===== src/rtl/hdmi_tmds_pkg.sv =====
// Shared constants and helpers for the TMDS/TERC4 encoder array.
//   - MODE_* : encoding mode codes carried on the shared mode bus.
//   - CTRL_SYM_* : the four TMDS control-period symbols.
//   - Video-guard and island-guard symbol constants.
//   - terc4_encode() : TERC4 nibble-to-symbol table.
//   - ctrl_symbol() : control_data-to-symbol table.
//   - lane_to_cn() : maps a physical lane index to its HDMI channel number.
//   - mode_is_legal() : true for mode codes 0..4.
// Symbols are written as q_out[9:0]; bit 0 is transmitted first.
package hdmi_tmds_pkg;

    localparam logic [2:0] MODE_CTRL         = 3'd0;
    localparam logic [2:0] MODE_VIDEO        = 3'd1;
    localparam logic [2:0] MODE_VIDEO_GUARD  = 3'd2;
    localparam logic [2:0] MODE_ISLAND       = 3'd3;
    localparam logic [2:0] MODE_ISLAND_GUARD = 3'd4;

    localparam logic [9:0] CTRL_SYM_00 = 10'b1101010100;
    localparam logic [9:0] CTRL_SYM_01 = 10'b0010101011;
    localparam logic [9:0] CTRL_SYM_10 = 10'b0101010100;
    localparam logic [9:0] CTRL_SYM_11 = 10'b1010101011;

    localparam logic [9:0] VIDEO_GUARD_CN02  = 10'b1011001100;
    localparam logic [9:0] VIDEO_GUARD_CN1   = 10'b0100110011;
    localparam logic [9:0] ISLAND_GUARD_CN12 = 10'b0100110011;

    function automatic logic [9:0] ctrl_symbol(input logic [1:0] cd);
        logic [9:0] sym;
        case (cd)
            2'b00:   sym = CTRL_SYM_00;
            2'b01:   sym = CTRL_SYM_01;
            2'b10:   sym = CTRL_SYM_10;
            default: sym = CTRL_SYM_11;
        endcase
        return sym;
    endfunction

    function automatic logic [9:0] terc4_encode(input logic [3:0] nib);
        logic [9:0] sym;
        case (nib)
            4'b0000: sym = 10'b1010011100;
            4'b0001: sym = 10'b1001100011;
            4'b0010: sym = 10'b1011100100;
            4'b0011: sym = 10'b1011100010;
            4'b0100: sym = 10'b0101110001;
            4'b0101: sym = 10'b0100011110;
            4'b0110: sym = 10'b0110001110;
            4'b0111: sym = 10'b0100111100;
            4'b1000: sym = 10'b1011001100;
            4'b1001: sym = 10'b0100111001;
            4'b1010: sym = 10'b0110011100;
            4'b1011: sym = 10'b1011000110;
            4'b1100: sym = 10'b1010001110;
            4'b1101: sym = 10'b1001110001;
            4'b1110: sym = 10'b0101100011;
            default: sym = 10'b1011000011;
        endcase
        return sym;
    endfunction

    function automatic int unsigned lane_to_cn(input int unsigned lane);
        return lane % 3;
    endfunction

    function automatic logic mode_is_legal(input logic [2:0] m);
        return (m <= MODE_ISLAND_GUARD);
    endfunction

endpackage


===== src/rtl/tmds_encoder_array_if.sv =====
// Bus bundle between the frame/packet sequencer and the encoder array.
//   mode             : shared encoding mode (sequencer -> encoder)
//   video_data       : 8 bits per lane
//   data_island_data : 4 bits per lane (TERC4 nibble)
//   control_data     : 2 bits per lane
//   tmds             : 10-bit symbol per lane (encoder -> serialisers)
//   disparity        : 5-bit signed running disparity per lane
//   mode_error       : sticky illegal-mode flag
// master = sequencer side, slave = encoder side.
interface tmds_encoder_array_if #(
    parameter int NUM_CHANNELS = 3
);
    logic [2:0]                  mode;
    logic [8*NUM_CHANNELS-1:0]   video_data;
    logic [4*NUM_CHANNELS-1:0]   data_island_data;
    logic [2*NUM_CHANNELS-1:0]   control_data;
    logic [10*NUM_CHANNELS-1:0]  tmds;
    logic [5*NUM_CHANNELS-1:0]   disparity;
    logic                        mode_error;

    modport master (
        output mode, video_data, data_island_data, control_data,
        input  tmds, disparity, mode_error
    );

    modport slave (
        input  mode, video_data, data_island_data, control_data,
        output tmds, disparity, mode_error
    );
endinterface


===== src/rtl/tmds_lane_pipe.sv =====
// One TMDS lane: two pipeline stages plus the running-disparity accumulator.
//   Stage 1 registers q_m (transition-minimised byte), N1(q_m[7:0]), the
//   TERC4 nibble and control_data. Stage 2 selects the output symbol for the
//   stage-1 mode (supplied by the top level) and updates the accumulator.
// Ports:
//   clk_pixel, reset : pixel clock, synchronous active-high reset
//   mode_s1          : mode already registered by the top (aligned to stage 1)
//   video_data, island_data, control_data : this lane's raw inputs
//   tmds             : registered output symbol
//   disparity        : accumulator value matching the symbol on tmds
module tmds_lane_pipe
    import hdmi_tmds_pkg::*;
#(
    parameter int unsigned LANE               = 0,
    parameter bit          RESET_ACC_ON_BLANK = 1'b1
) (
    input  logic              clk_pixel,
    input  logic              reset,
    input  logic [2:0]        mode_s1,
    input  logic [7:0]        video_data,
    input  logic [3:0]        island_data,
    input  logic [1:0]        control_data,
    output logic [9:0]        tmds,
    output logic signed [4:0] disparity
);

    localparam int unsigned CN = lane_to_cn(LANE);

    // ---------------- stage 1 ----------------
    logic [8:0] q_m_q, q_m_d;
    logic [3:0] n1_q, n1_d;
    logic [3:0] nib_q, nib_d;
    logic [1:0] ctl_q, ctl_d;
    logic [3:0] n1_data;
    logic       use_xnor;

    always_comb begin
        n1_data = 4'd0;
        for (int i = 0; i < 8; i++) begin
            n1_data = n1_data + 4'(video_data[i]);
        end
        // XNOR chain minimises transitions for bytes with many ones.
        use_xnor = (n1_data > 4'd4) || ((n1_data == 4'd4) && !video_data[0]);
        q_m_d    = 9'd0;
        q_m_d[0] = video_data[0];
        for (int i = 1; i < 8; i++) begin
            q_m_d[i] = use_xnor ? ~(q_m_d[i-1] ^ video_data[i])
                                :  (q_m_d[i-1] ^ video_data[i]);
        end
        q_m_d[8] = ~use_xnor;
        n1_d = 4'd0;
        for (int i = 0; i < 8; i++) begin
            n1_d = n1_d + 4'(q_m_d[i]);
        end
        nib_d = island_data;
        ctl_d = control_data;
    end

    always_ff @(posedge clk_pixel) begin
        if (reset) begin
            q_m_q <= 9'd0;
            n1_q  <= 4'd0;
            nib_q <= 4'd0;
            ctl_q <= 2'b00;
        end else begin
            q_m_q <= q_m_d;
            n1_q  <= n1_d;
            nib_q <= nib_d;
            ctl_q <= ctl_d;
        end
    end

    // ---------------- stage 2 ----------------
    logic [9:0]        tmds_q, tmds_d;
    logic signed [4:0] acc_q, acc_d;
    logic signed [4:0] n1s, n0s, diff;

    always_comb begin
        tmds_d = CTRL_SYM_00;
        acc_d  = RESET_ACC_ON_BLANK ? 5'sd0 : acc_q;
        n1s    = signed'({1'b0, n1_q});
        n0s    = 5'sd8 - n1s;
        diff   = n1s - n0s;
        case (mode_s1)
            MODE_CTRL: tmds_d = ctrl_symbol(ctl_q);
            MODE_VIDEO: begin
                if ((acc_q == 5'sd0) || (n1s == n0s)) begin
                    // No bias to correct: bit 9 simply flags XNOR encoding.
                    tmds_d = {~q_m_q[8], q_m_q[8],
                              q_m_q[8] ? q_m_q[7:0] : ~q_m_q[7:0]};
                    acc_d  = q_m_q[8] ? (acc_q + diff) : (acc_q - diff);
                end else if ((!acc_q[4] && (n1s > n0s)) || (acc_q[4] && (n0s > n1s))) begin
                    // Byte would push disparity further the same way: invert it.
                    tmds_d = {1'b1, q_m_q[8], ~q_m_q[7:0]};
                    acc_d  = acc_q + signed'({3'b000, q_m_q[8], 1'b0}) - diff;
                end else begin
                    tmds_d = {1'b0, q_m_q[8], q_m_q[7:0]};
                    acc_d  = acc_q - signed'({3'b000, ~q_m_q[8], 1'b0}) + diff;
                end
            end
            MODE_VIDEO_GUARD:  tmds_d = (CN == 1) ? VIDEO_GUARD_CN1 : VIDEO_GUARD_CN02;
            MODE_ISLAND:       tmds_d = terc4_encode(nib_q);
            // Channel 0 keeps carrying HSYNC/VSYNC inside the island guard band.
            MODE_ISLAND_GUARD: tmds_d = (CN == 0) ? terc4_encode({2'b11, ctl_q})
                                                  : ISLAND_GUARD_CN12;
            default:           tmds_d = CTRL_SYM_00;
        endcase
    end

    always_ff @(posedge clk_pixel) begin
        if (reset) begin
            tmds_q <= CTRL_SYM_00;
            acc_q  <= 5'sd0;
        end else begin
            tmds_q <= tmds_d;
            acc_q  <= acc_d;
        end
    end

    assign tmds      = tmds_q;
    assign disparity = acc_q;

endmodule


===== src/rtl/tmds_encoder_array.sv =====
// Multi-lane TMDS/TERC4 encoder with fixed 2-cycle latency in every mode.
// The top holds the shared stage-1 mode register, the sticky mode_error flag
// and the per-lane bus slicing; each lane is a tmds_lane_pipe instance.
// Ports:
//   clk_pixel : pixel clock
//   reset     : synchronous active-high reset
//   bus       : slave side of tmds_encoder_array_if (inputs, symbols,
//               disparity, mode_error)
module tmds_encoder_array
    import hdmi_tmds_pkg::*;
#(
    parameter int NUM_CHANNELS       = 3,
    parameter bit RESET_ACC_ON_BLANK = 1'b1
) (
    input  logic                  clk_pixel,
    input  logic                  reset,
    tmds_encoder_array_if.slave   bus
);

    logic [2:0] mode_s1_q, mode_s1_d;
    logic       mode_error_q, mode_error_d;

    logic [10*NUM_CHANNELS-1:0] tmds_all;
    logic [5*NUM_CHANNELS-1:0]  disp_all;

    // mode_error is evaluated from the stage-1 mode so it rises on the same
    // edge that loads the substitute control symbol into the lanes.
    always_comb begin
        mode_s1_d    = bus.mode;
        mode_error_d = mode_error_q | ~mode_is_legal(mode_s1_q);
    end

    always_ff @(posedge clk_pixel) begin
        if (reset) begin
            mode_s1_q    <= MODE_CTRL;
            mode_error_q <= 1'b0;
        end else begin
            mode_s1_q    <= mode_s1_d;
            mode_error_q <= mode_error_d;
        end
    end

    generate
        for (genvar gi = 0; gi < NUM_CHANNELS; gi++) begin : g_lane
            tmds_lane_pipe #(
                .LANE               (gi),
                .RESET_ACC_ON_BLANK (RESET_ACC_ON_BLANK)
            ) u_lane (
                .clk_pixel    (clk_pixel),
                .reset        (reset),
                .mode_s1      (mode_s1_q),
                .video_data   (bus.video_data[8*gi +: 8]),
                .island_data  (bus.data_island_data[4*gi +: 4]),
                .control_data (bus.control_data[2*gi +: 2]),
                .tmds         (tmds_all[10*gi +: 10]),
                .disparity    (disp_all[5*gi +: 5])
            );
        end
    endgenerate

    assign bus.tmds       = tmds_all;
    assign bus.disparity  = disp_all;
    assign bus.mode_error = mode_error_q;

endmodule

===== src/flat_wrapper.sv =====
// flat-port wrapper written by rule: the top's interface ports become plain ports
module tmds_encoder_array_flat import hdmi_tmds_pkg::*;
#(
    parameter int NUM_CHANNELS       = 3,
    parameter bit RESET_ACC_ON_BLANK = 1'b1
)
  (clk_pixel, reset, bus_mode, bus_video_data, bus_data_island_data, bus_control_data, bus_tmds, bus_disparity, bus_mode_error);
  tmds_encoder_array_if #(.NUM_CHANNELS(NUM_CHANNELS)) bus_i ();
  input  logic clk_pixel;
  input  logic reset;
  input wire logic [$bits(bus_i.mode)-1:0] bus_mode;
  input wire logic [$bits(bus_i.video_data)-1:0] bus_video_data;
  input wire logic [$bits(bus_i.data_island_data)-1:0] bus_data_island_data;
  input wire logic [$bits(bus_i.control_data)-1:0] bus_control_data;
  output wire logic [$bits(bus_i.tmds)-1:0] bus_tmds;
  output wire logic [$bits(bus_i.disparity)-1:0] bus_disparity;
  output wire logic [$bits(bus_i.mode_error)-1:0] bus_mode_error;
  assign bus_i.mode = bus_mode;
  assign bus_i.video_data = bus_video_data;
  assign bus_i.data_island_data = bus_data_island_data;
  assign bus_i.control_data = bus_control_data;
  assign bus_tmds = bus_i.tmds;
  assign bus_disparity = bus_i.disparity;
  assign bus_mode_error = bus_i.mode_error;
  tmds_encoder_array #(.NUM_CHANNELS(NUM_CHANNELS), .RESET_ACC_ON_BLANK(RESET_ACC_ON_BLANK)) u_core (.clk_pixel(clk_pixel), .reset(reset), .bus(bus_i));
endmodule

===== config.mk =====
export PLATFORM = sky130hd
export DESIGN_NAME = tmds_encoder_array_flat
export DESIGN_NICKNAME = d
export VERILOG_FILES = /design/src/rtl/hdmi_tmds_pkg.sv /design/src/rtl/tmds_encoder_array_if.sv /design/src/rtl/tmds_lane_pipe.sv /design/src/rtl/tmds_encoder_array.sv /design/src/flat_wrapper.sv
export SDC_FILE = /design/constraint.sdc
export NUM_CORES = 1
export LEC_CHECK = 0
export BUFFER_PORTS_ARGS = -buffer_cell sky130_fd_sc_hd__buf_2
export CAP_MARGIN = 20
export CORE_ASPECT_RATIO = 0.7
export CORE_MARGIN = 1.5
export CORE_UTILIZATION = 63
export CTS_CLUSTER_DIAMETER = 120
export DETAILED_ROUTE_END_ITERATION = 10
export GPL_ROUTABILITY_DRIVEN = 0
export GPL_TIMING_DRIVEN = 0
export PLACE_DENSITY_LB_ADDON = 0.1
export SETUP_SLACK_MARGIN = 0.5
export SYNTH_ARGS = -nofsm -noshare
export SYNTH_HDL_FRONTEND = slang
export SYNTH_SLANG_ARGS = --single-unit

===== constraint.sdc =====
create_clock -name clk_pixel -period 11.9 [get_ports clk_pixel]
set_input_delay 0.595 -clock clk_pixel [delete_from_list [all_inputs] [get_ports clk_pixel]]
set_output_delay 0.595 -clock clk_pixel [all_outputs]
set_load 0.1 [all_outputs]

# Word level (Yosys, flattened, before mapping)
# Memory sizes are Yosys's and may differ from the RTL's. A register that Yosys moved wholly into a read port is not among the register bits.
# Index checks and enable logic that the tools add are counted.
# W data, S select, Z words.
dict set report word_totals {
  rom_bits 480
  regBits 94
  wordCells 248
  in_bits 47
  n_memories 3
}
dict set report classes {
  n_eq_ne 16
  addsub 66
  n_lt_le_gt_ge 10
  mux 49
  n_reduce_logical 33
  bitwise_logic 54
}
# name words word_bits read_ports rd_ports_with_merged_regs wr line
set mem_list {}
lappend mem_list {{(name not given)} 16 10 1 1 0 hdmi_tmds_pkg.sv:40} ;# case (nib)
lappend mem_list {{(name not given)} 16 10 1 1 0 hdmi_tmds_pkg.sv:40}
lappend mem_list {{(name not given)} 16 10 1 1 0 hdmi_tmds_pkg.sv:40}
# operator count
set ops {}
lappend ops {{$pmux W10 S3} 4}
lappend ops {{$pmux W10 S5} 2}
lappend ops {{$add A4 B1 Y4} 24}
lappend ops {{$mux W10} 6}
lappend ops {{$mux W5} 9}
lappend ops {{$sub A5 B5 Y5} 9}
lappend ops {{$pmux W10 S4} 1}
lappend ops {{$add A5 B5 Y5} 6}
lappend ops {{$gt A5 B5 Y1} 6}
lappend ops {{$not A1 Y1} 29}
lappend ops {{$add A3 B1 Y4} 6}
lappend ops {{$mux W8} 3}
lappend ops {{$not A8 Y8} 3}
lappend ops {{$mux W1} 21}
lappend ops {{$xor A1 B1 Y1} 21}
lappend ops {{$add A2 B1 Y3} 6}
lappend ops {{$add A5 B3 Y5} 3}
lappend ops {{$eq A5 B5 Y1} 3}
lappend ops {{$logic_not A5 Y1} 3}
lappend ops {{$sub A4 B4 Y5 const A} 3}
lappend ops {{$sub A5 B3 Y5} 3}
lappend ops {{$add A1 B1 Y2} 6}
lappend ops {{$eq A4 B3 Y1 const B} 3}
lappend ops {{$gt A4 B3 Y1 const B} 3}
lappend ops {{14 further kinds} 45}

# Logic depth before layout (Yosys ltp)
dict set report depth {
  ltp_word 30
  depth_mapped 20
  mapped_depth_nobuf 20
}

# Modules after synthesis
# From an unflattened synthesis, not the netlist that was laid out.
dict set report unflattened {
  hier_cells 1099
  hier_area_um2 9691.8
}
# mod cells_per_inst instances area_each_um2
set modules_own_cells {}
lappend modules_own_cells {{tmds_lane_pipe at u_core.g_lane[0].u_lane} 387 1 3358.2}
lappend modules_own_cells {{tmds_lane_pipe at u_core.g_lane[1].u_lane} 355 1 3145.5}
lappend modules_own_cells {{tmds_lane_pipe at u_core.g_lane[2].u_lane} 347 1 3075.4}
lappend modules_own_cells {tmds_encoder_array 10 1 112.6}

# Least setup slack after synthesis
# OpenSTA, ideal clock, no wires.
dict set report synth_path {
  kind {input-to-reg}
  start {input port bus_video_data[16]}
  end {register u_core.g_lane[2].u_lane.n1_q[2]}
  t_required_ns 11.772
  setup_slack_ns 5.999
  t_arrival_ns 5.773
  setup_ns 0.128
  path_buffers 0
  path_stages 20
  path_cell_list {inv_1 fa_1 fa_1 fa_1 inv_1 ha_1 fa_1 nor2_1 a21oi_1 a21oi_1 xor2_1 fa_1 fa_1 inv_1 fa_1 ha_1 inv_1 fa_1 xor2_1 nor2_1}
}
dict set report synth_between {
  elab_chain_len 30
  word_cells_on_any_way 40
  classes_between {14 x add/sub; 1 x order compare; 1 x eq/ne; 7 x mux; 14 x bitwise; 3 x reduce/logical}
}
# element line
set synth_lines {}
lappend synth_lines {{start, declared} flat_wrapper.sv:12} ;# input wire logic [$bits(bus_i.video_data)-1:0] bus_video_data;
lappend synth_lines {{branches (longest 29 deep; another with $add A3 B1 Y4)} --}
lappend synth_lines {{$add A4 B1 Y4 *} tmds_lane_pipe.sv:53} ;# n1_d = n1_d + 4'(q_m_d[i]);
lappend synth_lines {{end signal, assigned} tmds_lane_pipe.sv:67} ;# n1_q <= n1_d;
lappend synth_lines {{end, declared} tmds_lane_pipe.sv:31} ;# logic [3:0] n1_q, n1_d;
# Mark *: on every way between the ends.
# A chain may end at the register's enable or synchronous reset.

# Worst setup path in the final report
dict set report layout_path {
  start {input port bus_video_data[0]}
  end {register u_core.g_lane[0].u_lane.n1_q[2]}
}
dict set report layout_between {
  elab_chain_len 30
  word_cells_on_any_way 40
  classes_between {14 x add/sub; 1 x order compare; 1 x eq/ne; 7 x mux; 14 x bitwise; 3 x reduce/logical}
}
# element line
set layout_lines {}
lappend layout_lines {{branches (longest 29 deep; another with $add A3 B1 Y4)} --}
lappend layout_lines {{$add A4 B1 Y4 *} tmds_lane_pipe.sv:53}
lappend layout_lines {{end signal, assigned} tmds_lane_pipe.sv:67}
lappend layout_lines {{end, declared} tmds_lane_pipe.sv:31}
# Marks and branches as above.

==> qor.txt <==
Run status: finished clean
Synth area leader: dfxtp_1
Syn_area_per_cell: 8.762 µm²
Clk buf depth: 2
Crit Reg-Reg Endpoint: u_core.g_lane[0].u_lane.disparity[4]$_SDFF_PP0_
Slowest stage delay, CP: 0.57 ns
Worst path cell trace: buf_2, inv_1, fa_1, fa_1, fa_1, inv_1, ha_1, fa_1, nor2_1, a21oi_1, a21oi_1, xor2_1, fa_1, fa_1, inv_1, fa_1, ha_1, inv_1, fa_1, xor2_1, nor2_1
Internal reg-to-reg setup slack: 7.81 ns
Hold_sp: bus_control_data[0]
Pre-antenna DRT Iters: 5
Post-cts resize count: 0
Ys async rst share: 0
Worst EP arrival: 6.49 ns
Critical path's slowest cell: fa_1
Hold Path Depth: 2
Worst min path class: primary input to flop
Cell with the most instances after synthesis: dfxtp_1
Top cells by area, synth: dfxtp_1, ha_1, fa_1, inv_1, xnor2_1
Crit Path Class: primary input to flop
First-pass GRT wire length: 37100 µm
Finish-stage setup viols: 0
Total routed wirelength: 22630 µm
Final nets: 1337
Peak fanout along the critical path: 5
CP delay by family, top: adder cells
Worst Path Buf+Inv: 5
Compound-Gate Fraction of Synth Area: 0.1438
Final min period: 6.209 ns
Max-slew violations: 0
Main combinational cell family by area after synthesis: adder cells
Post-CTS setup buffer count: 0
Post-Synth XOR/XNOR Area: 0.1117
Starting density of the core: 0.6499
Vias in the first global route: 7382
Top cell type's share of synthesized area: 0.2727
TNS Setup: 0 ns
Total grt overflow: 0
Largest net degree at the start of global routing: 17
DP HPWL: 17170 µm
Layout cells sized above 1: 0.1397
WHS Endpoint: u_core.g_lane[0].u_lane.ctl_q[0]$_SDFF_PP0_
TritonCTS Buffers: 17
Crit-path most repeated cell: fa_1
Row count: 36
DRT iter0 DRCs: 700
Max Clk Rate: 0.1611 GHz
Port-buffer cells: 89
Worst R2R Path Depth: 18
Die span in y: 103.6 µm
Reg clk slew, reported paths: 0.06 ns
YS warnings: 0
Required @ worst endpoint: 12.18 ns
Drt drc: 0
Syn Inst Count: 1039
RSZ-0062 raised after global routing: no
Adder-cell share of the synthesized area: 0.2279
Layout Utilization: 0.7445
Reg-to-reg startpoint: u_core.g_lane[0].u_lane.n1_q[1]$_SDFF_PP0_
Ant diodes: 0
Sequential fraction of the synthesis area: 0.2727
CTS hold repair buffers: 0
CTS root buf: clkbuf_16
Top FF cell, synth: dfxtp_1
Max-cap viol count: 0
Final Hold Violating Endpoints: 0
Most frequent cells after synthesis: dfxtp_1, inv_1, nor2_1
Die Width: 146.7 µm
DIE AREA: 15190 µm²
Initial antenna violation count: 0
CTS Sinks: 124
Area grow syn2layout: 14.56%
Overall routing resource usage: 0.3097
Worst Tran Pin Value: 0.7610 ns
CTS HTree Levels: 4
Simple-gate area share of the yosys netlist: 0.1424
Seq cells post-synth: 124
Number of routed nets with antenna violations: 0
CTS tree: yes
Worst skew pair latency: 0.42 ns
Setup WS post-layout: 5.691 ns
Period utilization: 0.5218
Max_slew headroom: 0.4927
Place WS: 5.343 ns
Core area: 14010 µm²
Mapped cell area: 9104 µm²
Critical Path Sink Type: flop
Mapped Nets: 1229
Number of synthesized flops with an enable pin: 0
Startpoint types: primary input
Drt wl/cell: 16.76 µm
I/O pin count: 93
Synth cell types: 65
Skew final: 0.008459 ns
Post-synthesis mux area share: 0.03312
Via density: 5.614
Detailed-route via count: 7579
## worst max path at each step
stage	startpoint	end	slack, ns	depth (start not counted)
detailed placement	bus_video_data[0]	u_core.g_lane[0].u_lane.n1_q[2]$_SDFF_PP0_	5.34	21
finish	bus_video_data[0]	u_core.g_lane[0].u_lane.n1_q[2]$_SDFF_PP0_	5.69	21
CTS	bus_video_data[0]	u_core.g_lane[0].u_lane.n1_q[2]$_SDFF_PP0_	5.71	21
global placement	bus_video_data[0]	u_core.g_lane[0].u_lane.n1_q[2]$_SDFF_PP0_	5.43	21
global route	bus_video_data[0]	u_core.g_lane[0].u_lane.n1_q[2]$_SDFF_PP0_	5.40	21
floorplan	bus_video_data[16]	u_core.g_lane[2].u_lane.n1_q[2]$_SDFF_PP0_	6.00	20
## cells by family (layout without fill, tap and decap cells)
kind of cell,after synthesis,in the layout
flops,124,124
simple gates,270,270
buf+inv,160,281
fa+ha+maj,143,143
xor+xnor,105,105
compound gates,209,209
mux,28,28
## per-stage QoR
| step | instance area, µm² | instances | hold slack, ns |
|---|---|---|---|
| 2_1_floorplan | 9104 | 1039 | 0.4153 |
| 3_3_place_gp | 9787 | 1318 | 0.4617 |
| 3_5_place_dp | 9787 | 1318 | 0.4679 |
| 4_1_cts | 10430 | 1350 | 0.3839 |
| 5_1_grt | 10430 | 1350 | 0.4011 |
| 6_report | 10430 | 1350 | 0.3841 |
## layer usage
layer  track usage  vias to the layer above  wire (µm)
li1              -                     3669          -
met1        0.4445                     3575      10580
met2        0.4778                      296       9970
met3       0.06256                       39       1698
met4       0.07576                        0        384
met5             0                        -          0
## cell usage in the layout, fill, tap and decap left out, drive strengths merged, types with 8 or more instances in the layout
cell type  synthesis  final
a211oi             9      9
a21o              10     10
a21oi             69     69
a31oi             11     11
and2              15     15
buf                8     97
clkbuf            32     52
dfxtp            124    124
fa                38     38
ha               105    105
inv              120    122
mux2i             21     21
nand2             59     59
nand2b             8      8
nor2             107    107
nor2b             24     24
nor3              18     18
nor3b              8      8
o211ai             8      8
o21ai             47     47
o22ai             20     20
xnor2             60     60
xor2              45     45
## final cells by class
class	count	area (µm²)
plain buffers	40	172.7
fillers	1040	3580
repair buffers	89	445.4
clock buffers	20	456.7
well taps	190	237.7
clock inverters	12	185.2
flip-flops and latches	124	2482
multi-input cells	755	5998
inverters	120	450.4
Power is left out: the tool's default activity adds up to more than one toggle a clock period on the data nets, which glitch-free logic cannot reach.
